`src/rtl/la_iopadctrl.sv`:
```
// Core-side pad control for one padring side: per-pin a/oe/ie/cfg registers,
// zp synchronizer with edge-triggered status and a level irq, behind a valid/ready register port.

module la_iopadctrl_pin #(
  parameter int              CFGW   = 8,
  parameter logic [CFGW-1:0] CFGRST = '0
) (
  input  logic            clk,
  input  logic            nreset,
  input  logic            zp,
  input  logic            rise_en,
  input  logic            fall_en,
  input  logic            clr,
  input  logic            cfg_we,
  input  logic [CFGW-1:0] cfg_wdata,
  output logic            sync,
  output logic            status,
  output logic [CFGW-1:0] cfg
);
  logic s1, s2, s3, edge_hit;

  assign sync     = s2;
  assign edge_hit = (s2 & ~s3 & rise_en) | (~s2 & s3 & fall_en);

  always_ff @(posedge clk or negedge nreset) begin
    if (!nreset) begin
      s1     <= 1'b0;
      s2     <= 1'b0;
      s3     <= 1'b0;
      status <= 1'b0;
      cfg    <= CFGRST;
    end else begin
      s1     <= zp;
      s2     <= s1;
      s3     <= s2;
      // a new edge in the same cycle as a W1C keeps the bit set
      status <= (status & ~clr) | edge_hit;
      if (cfg_we) cfg <= cfg_wdata;
    end
  end
endmodule

module la_iopadctrl #(
  parameter int              NPINS  = 8,
  parameter int              CFGW   = 8,
  parameter int              AW     = 8,
  parameter logic [CFGW-1:0] CFGRST = '0
) (
  input  logic                  clk,
  input  logic                  nreset,
  input  logic                  req_valid,
  output logic                  req_ready,
  input  logic                  req_write,
  input  logic [AW-1:0]         req_addr,
  input  logic [31:0]           req_wdata,
  output logic                  rsp_valid,
  input  logic                  rsp_ready,
  output logic [31:0]           rsp_rdata,
  output logic                  rsp_err,
  output logic [NPINS-1:0]      a,
  output logic [NPINS-1:0]      oe,
  output logic [NPINS-1:0]      ie,
  output logic [NPINS*CFGW-1:0] cfg,
  input  logic [NPINS-1:0]      zp,
  output logic                  irq
);
  logic                        acc, aligned, hit, wr;
  logic [31:0]                 addr, rdata_c;
  logic [NPINS-1:0]            out_q, oe_q, ie_q, irqen_q, rise_q, fall_q;
  logic [NPINS-1:0]            sync, status, clr, cfg_we, wbits;
  logic [NPINS-1:0][CFGW-1:0]  cfg_q;
  logic                        unused_wdata;

  assign addr         = 32'(req_addr);
  assign wbits        = req_wdata[NPINS-1:0];
  assign unused_wdata = ^req_wdata;
  assign aligned      = (req_addr[1:0] == 2'b00);
  assign req_ready    = !rsp_valid || rsp_ready;
  assign acc          = req_valid && req_ready;
  assign wr           = acc && req_write && hit;
  assign clr          = (wr && addr == 32'h14) ? wbits : '0;

  assign a   = out_q;
  assign oe  = oe_q;
  assign ie  = ie_q;
  assign cfg = cfg_q;

  always_comb begin
    hit     = 1'b0;
    rdata_c = '0;
    if (aligned) begin
      case (addr)
        32'h00: begin hit = 1'b1; rdata_c = 32'(out_q);   end
        32'h04: begin hit = 1'b1; rdata_c = 32'(oe_q);    end
        32'h08: begin hit = 1'b1; rdata_c = 32'(ie_q);    end
        32'h0C: begin hit = 1'b1; rdata_c = 32'(sync);    end
        32'h10: begin hit = 1'b1; rdata_c = 32'(irqen_q); end
        32'h14: begin hit = 1'b1; rdata_c = 32'(status);  end
        32'h18: begin hit = 1'b1; rdata_c = 32'(rise_q);  end
        32'h1C: begin hit = 1'b1; rdata_c = 32'(fall_q);  end
        default:
          for (int i = 0; i < NPINS; i++)
            if (addr == 32'h40 + 32'(4 * i)) begin
              hit     = 1'b1;
              rdata_c = 32'(cfg_q[i]);
            end
      endcase
    end
  end

  for (genvar i = 0; i < NPINS; i++) begin : g_pin
    assign cfg_we[i] = wr && (addr == 32'h40 + 32'(4 * i));
    la_iopadctrl_pin #(.CFGW(CFGW), .CFGRST(CFGRST)) u_pin (
      .clk       (clk),
      .nreset    (nreset),
      .zp        (zp[i]),
      .rise_en   (rise_q[i]),
      .fall_en   (fall_q[i]),
      .clr       (clr[i]),
      .cfg_we    (cfg_we[i]),
      .cfg_wdata (req_wdata[CFGW-1:0]),
      .sync      (sync[i]),
      .status    (status[i]),
      .cfg       (cfg_q[i])
    );
  end

  always_ff @(posedge clk or negedge nreset) begin
    if (!nreset) begin
      out_q   <= '0;
      oe_q    <= '0;
      ie_q    <= '0;
      irqen_q <= '0;
      rise_q  <= '0;
      fall_q  <= '0;
    end else if (wr) begin
      case (addr)
        32'h00:  out_q   <= wbits;
        32'h04:  oe_q    <= wbits;
        32'h08:  ie_q    <= wbits;
        32'h10:  irqen_q <= wbits;
        32'h18:  rise_q  <= wbits;
        32'h1C:  fall_q  <= wbits;
        default: ;
      endcase
    end
  end

  // response is held until consumed; a new accept can only happen once it is
  always_ff @(posedge clk or negedge nreset) begin
    if (!nreset) begin
      rsp_valid <= 1'b0;
      rsp_rdata <= '0;
      rsp_err   <= 1'b0;
    end else if (acc) begin
      rsp_valid <= 1'b1;
      rsp_rdata <= req_write ? 32'h0 : rdata_c;
      rsp_err   <= !hit;
    end else if (rsp_ready) begin
      rsp_valid <= 1'b0;
    end
  end

  always_ff @(posedge clk or negedge nreset) begin
    if (!nreset) irq <= 1'b0;
    else         irq <= |(status & irqen_q);
  end
endmodule

```
`config.mk`:
```
export PLATFORM = sky130hd
export DESIGN_NAME = la_iopadctrl
export DESIGN_NICKNAME = d
export VERILOG_FILES = /design/src/rtl/la_iopadctrl.sv
export SDC_FILE = /design/constraint.sdc
export NUM_CORES = 1
export LEC_CHECK = 0
export ABC_CLOCK_PERIOD_IN_PS = 2100
export CAP_MARGIN = 20
export CELL_PAD_IN_SITES_DETAIL_PLACEMENT = 1
export CELL_PAD_IN_SITES_GLOBAL_PLACEMENT = 2
export CORE_AREA = 4 4 175 143
export CTS_CLUSTER_SIZE = 30
export DETAILED_ROUTE_END_ITERATION = 7
export DIE_AREA = 0 0 179 147
export PLACE_DENSITY = 0.87
export SYNTH_ARGS = -nofsm -noshare
export SYNTH_HDL_FRONTEND = slang
export SYNTH_HIERARCHICAL = 1
export SYNTH_SLANG_ARGS = --single-unit
```
`constraint.sdc`:
```
create_clock -name clk -period 2.1 [get_ports clk]
set_input_delay 0.21 -clock clk [delete_from_list [all_inputs] [get_ports clk]]
set_output_delay 0.21 -clock clk [all_outputs]
set_load 0.05 [all_outputs]
```
==> results <==
- At the later pin of the worst-skew pair, clock insertion delay measures 0.44 ns.
- In the layout the commonest cells are dfrtp_1 (155), clkdlybuf4s50_1 (125), buf_4 (81).
- The detailed-route via count is 5671.
- The first global-routing pass estimated 38.9 mm of wire.
- The flow ran to the end, and the final reports show no timing, DRC or antenna violations.
- The number of optimization iterations in the first detailed-route pass is 5.
- In this run the tool buffered the top-level ports with 128 buffer cells.
- The area growth from synthesis to layout is 36.1%.
- The commonest non-fill, non-tap cell in the layout is dfrtp_1.
- For this run, the leading register cell type out of synthesis is dfrtp_1.
- The tightest min-delay check is of the in -> reg type.
- The number of instances in the synthesized netlist is 584.
- After the first detailed-routing iteration, the DRC count stood at between 300 and 400.
- After synthesis, the cell types taking the most area are dfrtp_1 (51%), mux2_4 (13%), mux2_2 (9.7%).
- Global routing used between 10% and 20% of the available tracks.
- The areal power density over the cells is 669 mW/mm².
- Summing every instance area after synthesis gives 0.00755 mm².
- Data on the critical path is required at its endpoint by 2.41 ns.
- The count of maximum capacitance violations is 0.
- The die footprint is between 0.02 and 0.03 mm².
- The top achievable clock speed is ~480 MHz.
- The reg-to-reg setup timing slack is 0.16 ns.
- The placeable core area is 0.0232 mm².
- The register with the highest flop count is g_pin.u_pin/cfg.
- Setup repair after global routing left no endpoint under its margin.
- The CTS tree is built.
- The global-route met2 utilization is 30.4%.
- The aggregate routed wire length is between 20 and 30 mm.
- The most numerous cell type found on the critical path is buf_4.
- The largest net degree at the start of global routing is 64.
- The flip-flop count of the largest register after layout is 64.
- The count of flip-flops with a built-in enable after synthesis is 0.
- The post-route netlist has 32.5% of its cells at a drive strength greater than 1.
- The number of sinks on the clock net is 155.
- The count of placed standard cells including taps is 1081.
- Of all nets on the critical path, the largest fanout is 8.
- The final net count is 842.
- Summed over its instances, the top area cell type makes up around 50% of the synthesized netlist area.
- Detailed placement finished with a half-perimeter wire length of 18.4 mm.
- In this run the horizontal extent of the chip is 179 µm.
- The number of antenna diodes in the final layout is 0.
- The slowest cell on the critical path is a2111oi_0.
- Global routing used 4.12% of the available met3 tracks.
- The setup TNS is 0 ns.
- The total number of yosys warnings is 6.
- The per-instance average area after synthesis is 12.9 µm².
- The critical path goes through clkdlybuf4s50_1, nor2_1, buf_4, buf_12, and3_1, a22o_1, a2111oi_0, buf_4, nor3_1.
- For this run, the number of standard cells in the final layout without fillers is between 1k and 1.5k.
- The relative slew slack is 52.6%.
- The number of antenna violations at the first check in global routing was 1.
- Broken down by cell family, the worst path's largest delay share belongs to buffers and inverters.
- After floorplanning, the core was divided into 50 placement rows.
- After global routing, the most crowded layer is met2.
- At the worst endpoint, the arrival time is ~2.4 ns.
- The buffers plus inverters on the worst setup path is 4.
- Counting the buffers created by CTS gives 17.
- After synthesis, flip-flops and latches occupy 51.4% of the total area.
- The maximum VDD drop is about 0.53 mV.
- In the synthesized netlist the async set-or-reset flop fraction comes to 100%.
- The buffer count from post-CTS setup fixing is 0.
- The synthesized design contains 155 register bits.
- The time the worst path needs with I/O delays and setup is 2.08 ns.
- In this run, distinct cell masters in the synthesized netlist total between 50 and 60.
- The maximum count of clock buffers along a single path is 2.
- The critical path is of the in -> reg type.
- The max-slew violation count was 0.
- OpenSTA, run right after detailed placement, puts the worst setup slack at -0.374 ns.
- The largest single stage delay on the critical path is 0.60 ns.
- For this configuration, the core starts out at a cell density of 32.5%.
- Setup violations remaining at the end of the flow were counted as 0.
- For met1 alone, demand over resource in global routing was between 20% and 30%.
- The number of global-route vias before repair is 6219.
- The synthesized design spends more area on one cell type than any other, namely dfrtp_1.
- The buffer cell driving the clock tree root is clkbuf_16.
- After clock tree synthesis, the clock-pin slew on the worst setup and hold paths is 0.06 ns.
- The slew at the pin closest to its max-slew limit is 0.709 ns.
- The leakage power summed over all cells is 4.59 nW.
- The final setup skew is 0.0123 ns.
- Dividing the detail-routed wire length by the instance count gives around 22 µm.
- The sum of overflow across all layers after global routing is 0.
- In this run the number of H-tree levels came out at 4.
- The number of top-level design ports is approximately 180.
- Once detail routing completed, the nets flagged for antenna violations numbered 0.
- The global placement routability congestion is 0.854.
- The critical path capture point type is a register.
- The die extent in y is 147 µm.
- The DRC violation count after routing is 0.
- The worst setup path is launched from an input pin.
- The hold violation total from the final report was 0.
- After layout, the worst path uses 98.9% of the clock period.
- Once routing completed, OpenROAD measured the worst setup slack at 0.0236 ns.
- The ratio of routed vias to standard cells is 5.09.
[worst paths after layout]
| check | to | depth (start not counted) | from |
|---|---|---|---|
| worst max-delay path | rsp_rdata[4] | 9 | req_addr[1] |
| worst min-delay path | g_pin[5].u_pin/s1 | 1 | zp[5] |
| worst max register to register | rsp_rdata[4] | 6 | rsp_valid |
| worst min register to register | g_pin[6].u_pin/sync | 0 | g_pin[6].u_pin/s1 |
| max in group asynchronous | ie[3] | 3 | nreset |
| min in group asynchronous | g_pin[3].u_pin/cfg[0] | 2 | nreset |
[cell usage after synthesis (all sizes together), types with 5 or more instances]
library cell	instances
nor2	27
o22ai	16
mux2	129
a211oi	5
a32oi	6
nand3	11
and2	10
a22oi	12
a2111oi	6
mux2i	14
inv	15
o221ai	8
dfrtp	155
clkbuf	14
buf	38
nand2	29
o21ai	10
a21oi	5
nand3b	8
nor3	11
[kinds of logic after synthesis]
kind of cell	Yosys count	share of synthesized area, %
AO/OA/AOI/OAI	90	8.90
flip-flops	155	51.4
other	1	0.0496
AND/OR/NAND/NOR	124	8.83
buffers and inverters	68	5.71
multiplexers	146	25.2
[area by class of cell]
type                            instances  area [µm²]
Clock buffer                           21         470
Clock inverter                         11         143
Fill cell                            2447       12900
Inverter                               16        60.1
Multi-Input combinational cell        384        3330
Sequential cell                       155        3880
Tap cell                              312         390
Timing Repair Buffer                  215        2010
[per-layer routing]
metal / routed length [µm] / part of all wire, % / up-vias
met1: 11600 / 46 / 2974
li1: - / - / 2521
met4: 387 / 1.5 / 2
met3: 1190 / 4.7 / 25
met5: 13 / 0.052 / -
met2: 11800 / 47 / 149
[power by group]
part	internal (mW)	switching (mW)	total, mW
sequential	3.02	0.0266	3.05
clock	1.96	1.28	3.24
combinational	0.192	0.399	0.591
[worst register-to-register path, stage by stage, from the launching register on]
cell and delay (ns):
dfrtp_1 0.39, nand2b_2 0.12, nand2_1 0.17, a22o_1 0.28, a2111oi_0 0.60, buf_4 0.21, nor3_1 0.04
[through the flow]
step | util [%] | area, µm² | hold WS, ns | power, mW
6_report | 44.3 | 10300 | 0.212 | 6.88
5_1_grt | 44.3 | 10300 | 0.194 | 7.10
3_5_place_dp | 41.6 | 9660 | 0.147 | 3.69
2_1_floorplan | - | 7640 | -0.0856 | 3.40
3_3_place_gp | 41.6 | 9660 | 0.143 | 3.68
4_1_cts | 44.3 | 10300 | 0.194 | 6.93
[what timing repair did]
item / in CTS / in global routing
endpoints found under the hold margin: 37 / 0
gates resized for setup: 0 / 0
hold buffers: 1 / 0
setup endpoints to repair: 0 / 0
(Power assumes the default switching activity.)
